$ cat config.mk
export PLATFORM = sky130hd
export DESIGN_NAME = lsu_dbus
export DESIGN_NICKNAME = d
export VERILOG_FILES = /design/src/rtl/lsu_dbus.sv
export SDC_FILE = /design/constraint.sdc
export NUM_CORES = 1
export LEC_CHECK = 0
export BUFFER_PORTS_ARGS = -buffer_cell sky130_fd_sc_hd__buf_2
export CAP_MARGIN = 20
export CORE_UTILIZATION = 45
export CTS_CLUSTER_SIZE = 24
export DETAILED_ROUTE_END_ITERATION = 8
export PLACE_DENSITY = 0.77
export SKIP_LAST_GASP = 1
export SLEW_MARGIN = 10
export SYNTH_ARGS = -nofsm -noshare
export SYNTH_HDL_FRONTEND = slang
export SYNTH_SLANG_ARGS = --single-unit
$ cat constraint.sdc
create_clock -name clk -period 2.5 [get_ports clk]
set_clock_uncertainty 0.1 [all_clocks]
set_input_delay 0 -clock clk [delete_from_list [all_inputs] [get_ports clk]]
set_output_delay 0 -clock clk [all_outputs]
set_load 0.02 [all_outputs]
$ cat src/rtl/lsu_dbus.sv
// MEM-stage load/store unit: req/gnt/rvalid data-bus handshake, lane steering,
// load extension, pipeline stall and misaligned/illegal/timeout error pulses.
module lsu_dbus #(
  parameter int ADDR_W     = 32,
  parameter int DATA_W     = 32,
  parameter int REG_ADDR_W = 5,
  parameter int TIMEOUT    = 16
) (
  input  logic                  clk,
  input  logic                  rst_n,
  input  logic                  ex_rmem_en_i,
  input  logic                  ex_wmem_en_i,
  input  logic [2:0]            ex_funct3_i,
  input  logic [ADDR_W-1:0]     ex_addr_i,
  input  logic [DATA_W-1:0]     ex_wdata_i,
  input  logic                  ex_wreg_en_i,
  input  logic [REG_ADDR_W-1:0] ex_wreg_addr_i,
  output logic                  dbus_req_o,
  output logic                  dbus_we_o,
  output logic [ADDR_W-1:0]     dbus_addr_o,
  output logic [3:0]            dbus_be_o,
  output logic [DATA_W-1:0]     dbus_wdata_o,
  input  logic                  dbus_gnt_i,
  input  logic                  dbus_rvalid_i,
  input  logic [DATA_W-1:0]     dbus_rdata_i,
  output logic                  mem_wreg_en_o,
  output logic [REG_ADDR_W-1:0] mem_wreg_addr_o,
  output logic [DATA_W-1:0]     mem_wreg_data_o,
  output logic                  stallreq_lsu_o,
  output logic                  err_o,
  output logic [1:0]            err_cause_o
);

  localparam int CNT_W = (TIMEOUT < 2) ? 1 : $clog2(TIMEOUT + 1);

  typedef enum logic [1:0] {IDLE, REQ, WAIT} state_e;

  state_e                  state_q, state_d;
  logic [CNT_W-1:0]        cnt_q;
  logic                    tmo;

  // request context captured at the request edge
  logic                    we_q;
  logic [ADDR_W-1:0]       addr_q;
  logic [3:0]              be_q;
  logic [DATA_W-1:0]       wdata_q;
  logic [1:0]              off_q;
  logic [2:0]              f3_q;
  logic                    wen_q;
  logic [REG_ADDR_W-1:0]   wa_q;

  logic                    cmd_any, legal, aligned, cmd_ok, latch, done_ld;
  logic [3:0]              be_in;
  logic [DATA_W-1:0]       wdata_in, shifted, ld_data;
  logic [1:0]              err_d;

  always_comb begin
    cmd_any = rst_n & (ex_rmem_en_i | ex_wmem_en_i);
    legal   = 1'b0;
    if (ex_rmem_en_i ^ ex_wmem_en_i) begin
      case (ex_funct3_i)
        3'b000, 3'b001, 3'b010: legal = 1'b1;
        3'b100, 3'b101:         legal = ex_rmem_en_i;
        default:                legal = 1'b0;
      endcase
    end
    case (ex_funct3_i[1:0])
      2'b01:   aligned = ~ex_addr_i[0];
      2'b10:   aligned = (ex_addr_i[1:0] == 2'b00);
      default: aligned = 1'b1;
    endcase
    case (ex_funct3_i[1:0])
      2'b00: begin
        be_in    = 4'b0001 << ex_addr_i[1:0];
        wdata_in = {4{ex_wdata_i[7:0]}};
      end
      2'b01: begin
        be_in    = ex_addr_i[1] ? 4'b1100 : 4'b0011;
        wdata_in = {2{ex_wdata_i[15:0]}};
      end
      default: begin
        be_in    = 4'b1111;
        wdata_in = ex_wdata_i;
      end
    endcase
    cmd_ok = cmd_any & legal & aligned;
  end

  assign tmo = (TIMEOUT != 0) && (cnt_q == CNT_W'(TIMEOUT));

  always_comb begin
    state_d        = state_q;
    dbus_req_o     = 1'b0;
    dbus_we_o      = 1'b0;
    dbus_addr_o    = '0;
    dbus_be_o      = '0;
    dbus_wdata_o   = '0;
    stallreq_lsu_o = 1'b0;
    latch          = 1'b0;
    done_ld        = 1'b0;
    err_d          = 2'b00;
    case (state_q)
      IDLE: begin
        if (cmd_ok) begin
          dbus_req_o     = 1'b1;
          dbus_we_o      = ex_wmem_en_i;
          dbus_addr_o    = {ex_addr_i[ADDR_W-1:2], 2'b00};
          dbus_be_o      = be_in;
          dbus_wdata_o   = wdata_in;
          stallreq_lsu_o = ~(ex_wmem_en_i & dbus_gnt_i);
          latch          = 1'b1;
          if (!dbus_gnt_i)        state_d = REQ;
          else if (!ex_wmem_en_i) state_d = WAIT;
        end else if (cmd_any) begin
          err_d = legal ? 2'b01 : 2'b10;
        end
      end
      REQ: begin
        if (tmo) begin
          state_d = IDLE;
          err_d   = 2'b11;
        end else begin
          dbus_req_o     = 1'b1;
          dbus_we_o      = we_q;
          dbus_addr_o    = addr_q;
          dbus_be_o      = be_q;
          dbus_wdata_o   = wdata_q;
          stallreq_lsu_o = ~(we_q & dbus_gnt_i);
          if (dbus_gnt_i) state_d = we_q ? IDLE : WAIT;
        end
      end
      WAIT: begin
        // a response arriving on the deadline cycle still completes the load
        if (dbus_rvalid_i) begin
          state_d = IDLE;
          done_ld = 1'b1;
        end else if (tmo) begin
          state_d = IDLE;
          err_d   = 2'b11;
        end else begin
          stallreq_lsu_o = 1'b1;
        end
      end
      default: state_d = IDLE;
    endcase
  end

  always_comb begin
    shifted = dbus_rdata_i >> {off_q, 3'b000};
    case (f3_q)
      3'b000:  ld_data = {{24{shifted[7]}}, shifted[7:0]};
      3'b001:  ld_data = {{16{shifted[15]}}, shifted[15:0]};
      3'b100:  ld_data = {24'b0, shifted[7:0]};
      3'b101:  ld_data = {16'b0, shifted[15:0]};
      default: ld_data = shifted;
    endcase
  end

  always_ff @(posedge clk or negedge rst_n) begin
    if (!rst_n) begin
      state_q         <= IDLE;
      cnt_q           <= '0;
      we_q            <= 1'b0;
      addr_q          <= '0;
      be_q            <= '0;
      wdata_q         <= '0;
      off_q           <= '0;
      f3_q            <= '0;
      wen_q           <= 1'b0;
      wa_q            <= '0;
      mem_wreg_en_o   <= 1'b0;
      mem_wreg_addr_o <= '0;
      mem_wreg_data_o <= '0;
      err_o           <= 1'b0;
      err_cause_o     <= 2'b00;
    end else begin
      state_q <= state_d;
      cnt_q   <= (state_q == IDLE) ? '0 : cnt_q + CNT_W'(1);
      if (latch) begin
        we_q    <= ex_wmem_en_i;
        addr_q  <= {ex_addr_i[ADDR_W-1:2], 2'b00};
        be_q    <= be_in;
        wdata_q <= wdata_in;
        off_q   <= ex_addr_i[1:0];
        f3_q    <= ex_funct3_i;
        wen_q   <= ex_wreg_en_i;
        wa_q    <= ex_wreg_addr_i;
      end
      mem_wreg_en_o   <= done_ld & wen_q;
      mem_wreg_addr_o <= done_ld ? wa_q : '0;
      mem_wreg_data_o <= done_ld ? ld_data : '0;
      err_o           <= |err_d;
      err_cause_o     <= err_d;
    end
  end

endmodule
After elaboration in Yosys (flattened, before gate mapping)
Cells that the tools add are included.
{"block": "classes", "bitwise_logic": 11, "n_lt_le_gt_ge": 0, "n_mux": 47, "n_reduce_logical": 9, "n_shift": 2, "div_mod_pow": 0, "eq_ne": 16, "n_addsub": 1, "multipliers": 0}
{"operator": "32-bit case mux with 2 select lines", "n": 3}
{"operator": "32-bit 2-to-1 mux", "n": 5}
{"operator": "32-bit case mux with 4 select lines", "n": 1}
{"operator": "32-bit by 5-bit right shift with 32-bit output", "n": 1}
{"operator": "2-bit 2-to-1 mux", "n": 13}
{"operator": "4-bit case mux with 2 select lines", "n": 2}
{"operator": "3-bit == test, second input constant", "n": 4}
{"operator": "4-bit 2-to-1 mux", "n": 3}
{"operator": "2-bit case mux with 3 select lines", "n": 2}
{"operator": "1-bit 2-to-1 mux", "n": 11}
{"operator": "5-bit 2-to-1 mux", "n": 2}
{"operator": "3-bit != test, second input constant", "n": 3}
{"operator": "1-bit case mux with 2 select lines", "n": 4}
{"operator": "1-bit bitwise AND", "n": 6}
{"operator": "3-bit by 1-bit == test with 1-bit output, second input constant", "n": 2}
{"operator": "2-bit zero test", "n": 3}
{"operator": "3-bit zero test", "n": 2}
{"operator": "5-bit by 1-bit adder with 5-bit output, second input constant", "n": 1}
{"operator": "5-bit == test, second input constant", "n": 1}
{"operator": "2-bit by 1-bit == test with 1-bit output, second input constant", "n": 2}
{"operator": "2-bit == test, second input constant", "n": 2}
{"operator": "4-bit AND reduction", "n": 1}
{"operator": "2-bit OR reduction", "n": 2}
{"operator": "1-bit by 2-bit left shift with 4-bit output, first input constant", "n": 1}
{"operator": "other kinds (7)", "n": 9}
{"block": "word_totals", "rom_bits": 0, "ramBits": 0, "input_bits": 111, "latchBits": 0, "ff_bits": 126, "memories": 0}

Depth between registers and ports, before layout
{"block": "depth", "word_depth": 9, "ltp_mapped": 9, "ltp_nobuf": 6}

Worst setup path before layout
Ideal clock, no wire load.
{"block": "synth_timing", "path_kind": "register to output", "start": "register cnt_q[0]", "end": "output dbus_be_o[2]", "required_time_ns": 2.400, "t_arrival_ns": 1.852, "path_slack_ns": 0.548, "stages_incl_launch_ff": 9, "path_cell_list": "dfrtp_1 -> inv_1 -> ha_1 -> and4bb_2 -> nor2b_1 -> buf_2 -> clkinv_1 -> clkbuf_1 -> o22ai_1"}
{"block": "synth_via", "elab_chain_cells": 3}
{"item": "start, declared", "line": "39", "rtl": "logic [CNT_W-1:0] cnt_q;"}
{"item": "start signal, assigned", "line": "178", "rtl": "cnt_q <= (state_q == IDLE) ? '0 : cnt_q + CNT_W'(1);"}
{"item": "5-bit == test", "line": "89", "rtl": "assign tmo = (TIMEOUT != 0) && (cnt_q == CNT_W'(TIMEOUT));"}
{"item": "4-bit 2-to-1 mux", "line": "119", "rtl": "if (tmo) begin"}
{"item": "4-bit case mux with 2 select lines", "line": "102", "rtl": "case (state_q)"}
{"item": "end, declared", "line": "21", "rtl": "output logic [3:0] dbus_be_o,"}
Every way passes these cells.

Worst setup path after layout
{"block": "layout_timing", "start": "register state_q[1]", "end": "output dbus_wdata_o[4]"}
{"block": "layout_via", "elab_chain_cells": 2, "elab_cells_between_ends": 3}
{"item": "start, declared", "line": "38", "rtl": "state_e state_q, state_d;"}
{"item": "start signal, assigned", "line": "177", "rtl": "state_q <= state_d;"}
{"item": "2-bit by 1-bit == test with 1-bit output or 2-bit zero test (tied branches)", "line": "102"}
{"item": "32-bit case mux with 2 select lines *", "line": "102"}
{"item": "end, declared", "line": "22", "rtl": "output logic [DATA_W-1:0] dbus_wdata_o,"}
Every way passes the cells marked *; elsewhere a longest branch is shown, timed or not.

==> flow_summary.json <==
{
  "cts_made_buffers": 17,
  "fin_crit_sh": 0.964,
  "yosysTopAreaCellShare": 0.498,
  "clock_path_buffers": 2,
  "critPathCaptureType": "primary output",
  "path_class": "reg -> out",
  "syn_inst": 553,
  "setup-violations-final": 0,
  "num_rows": 42,
  "grt_overflow": 0,
  "slowest_delay_ns": 0.44,
  "dr.pass1.iters": 5,
  "hpwl_mm": 12.5,
  "hold_viol": 0,
  "hold_depth": 4,
  "cts.sinks": 126,
  "maxSlewViolCount": 0,
  "viasPerCell": 5.62,
  "drc_errors": 0,
  "gp_congestion": 0.870,
  "cts_htree_levels": 4,
  "drive_above_1_share": 0.389,
  "vias": 6011,
  "fin_area_sq_um": 9360,
  "grt_max_degree": 87,
  "path_cells": "or2_1 -> nor2_2 -> and4_4 -> buf_12 -> a22o_1 -> buf_2",
  "cts_tree": "done",
  "syn_avg_cell_area_sq_um": 11.4,
  "first_global_vias": 6199,
  "io_buffers": 220,
  "synth_edf_count": 0,
  "required_ns": 2.40,
  "yosys-top-cells-area": "dfrtp_1, mux2_2, mux2i_1, a22o_1, nand2_1",
  "status": "finished clean",
  "nFillCells": 910,
  "max_freq_ghz": 0.415,
  "critPathMaxFanout": 40,
  "ys_seq_elements": 126,
  "clk-insertion-delay-late_ns": 0.42,
  "yosys_most_used_dff": "dfrtp_1",
  "rsz0062_at_grt": "yes",
  "synthesis.area_sq_um": 6330,
  "tightest_slew_ns": 0.657,
  "dpl_cell_area_sq_um": 7590,
  "startpoint_type": "flip-flop",
  "cpMaxStageDelayCell": "dfrtp_1",
  "synth-seq-area-share": 0.498,
  "fp.dieH_um": 121,
  "synth_common_cells": "dfrtp_1, mux2_2, a22o_1",
  "ys_warn_count": 0,
  "yosys.area.top_type": "dfrtp_1",
  "cp_data_arrival_time_ns": 2.31,
  "peakVddDrop_mv": 0.548,
  "pwr_density_cell_nw_per_um2": 856,
  "die_w_um": 121,
  "synthArstFlopShare": 1.00,
  "fin_nets": 997,
  "relSlewSlack": 0.561,
  "r2r.worst_path.cells": 6,
  "routed_wl_mm": 20.4,
  "power_leakage_nw": 4.76,
  "cts-root-buf": "clkbuf_16",
  "antenna_left": 0,
  "finalSetupTns_ns": 0,
  "initialDrtViolationCount": 394,
  "design.core.area_sq_um": 13500,
  "io_pins": 223,
  "yosysMostFrequentCell": "dfrtp_1",
  "antenna_cells": 0,
  "synth_cell_types": 50,
  "maxCapViolCount": 0,
  "cts_setup_buffers": 0,
  "syn_to_final_growth_pct": 47.9,
  "avgRoutedWirePerCell_um": 19.1,
  "grtUsageTotal": 0.291,
  "initial_core_util": 0.469,
  "path_clk_slew_ns": 0.06,
  "post-route-min-period_ns": 2.41,
  "hold_path_class": "in -> reg",
  "die_area_sq_um": 14500,
  "grt_pass1_wl_mm": 32.4,
  "antenna_found_initial": 0
}
==> path summary, 6_finish.rpt <==
check                                start  slack (ns)            endpoint
max                             state_q[1]        0.09     dbus_wdata_o[4]
min                        dbus_rdata_i[3]        0.03  mem_wreg_data_o[3]
min in group asynchronous            rst_n        0.12  mem_wreg_addr_o[2]
max in group asynchronous            rst_n        1.06          wdata_q[2]
max reg2reg                     state_q[1]        0.32         wdata_q[21]
min reg2reg                        wa_q[3]        0.38  mem_wreg_addr_o[3]
==> final cells by class <==
type	count	area [sq um]	share of cell area
Sequential cell	126	3150	0.337
Clock buffer	22	484	0.0517
Inverter	26	98.8	0.0106
Timing Repair Buffer	348	2380	0.255
Tap cell	176	220	0.0235
Clock inverter	10	159	0.0170
Multi-Input combinational cell	361	2860	0.306
==> kinds of logic after synthesis <==
logic type	Yosys count	synth area share
compound gates	139	0.161
xor+xnor	3	0.00415
fa+ha+maj	6	0.0119
buf+inv	67	0.0524
flops	126	0.498
mux	107	0.184
other cells	1	0.000592
simple gates	104	0.0874
==> sequential cells by signal, indices dropped and copies added (netlist names) <==
| name | count |
|---|---|
| addr_q | 30 |
| be_q | 4 |
| cnt_q | 5 |
| err_cause_o | 2 |
| err_o | 1 |
| f3_q | 3 |
| mem_wreg_addr_o | 5 |
| mem_wreg_data_o | 32 |
| mem_wreg_en_o | 1 |
| off_q | 2 |
| state_q | 2 |
| wa_q | 5 |
| wdata_q | 32 |
| we_q | 1 |
| wen_q | 1 |
==> what timing repair did <==
item / in CTS / in global routing
cloned: 0 / 0
gates resized for setup: 1 / 1
setup endpoints to repair: 17 / 45
hold endpoints to repair: 150 / 0
pin swaps: 0 / 0
hold buffers: 110 / 0
==> power breakdown <==
| group | total (W) | switching, W | internal [W] |
|---|---|---|---|
| registers | 0.00309 | 0.000380 | 0.00271 |
| clock network | 0.00267 | 0.000899 | 0.00177 |
| logic | 0.00226 | 0.00117 | 0.00108 |
==> layout by cell type, fill, tap and decap left out, types with 2 or more instances in the layout <==
cell,n
a211oi_1,14
a21oi_1,13
a22o_1,49
a22oi_1,16
and2_1,13
buf_12,2
buf_2,219
buf_4,16
bufinv_16,4
clkbuf_16,17
clkbuf_8,4
clkinv_2,4
clkinvlp_4,2
conb_1,2
dfrtp_1,126
dlygate4sd3_1,110
ha_1,6
inv_1,25
mux2_2,59
mux2_4,4
mux2i_1,44
nand2_1,39
nand2b_1,6
nand3_1,2
nand3b_1,3
nor2_1,13
nor2b_1,10
o211ai_1,2
o21ai_0,17
o22ai_1,21
or2_2,3
xor2_1,2
==> worst max-delay path, delay by kind of cell, from the launching register on <==
family	cells	cell delay [ns]
compound gates	1	0.21
buf+inv	2	0.42
flops	1	0.44
simple gates	3	0.80
==> routing by layer <==
metal,vias to the layer above,part of all wire,track usage
li1,2661,-,-
met1,2901,0.37,0.331
met2,371,0.51,0.518
met3,78,0.078,0.0656
met4,0,0.037,0.139
met5,-,0,0
==> metrics by stage <==
step	std cells	setup WS, ns	power (W)	util	hold slack, ns
floorplan	554	0.548	0.00447	-	-0.396
global placement	926	0.357	0.00497	0.562	0.0163
detailed placement	926	0.276	0.00510	0.562	0.0177
CTS	1068	0.0343	0.00795	0.691	0.00162
global route	1069	-0.0384	0.00840	0.693	0.0243
finish	1069	0.0898	0.00802	0.693	0.0281
No activity file was read; power rests on OpenSTA's default activity.
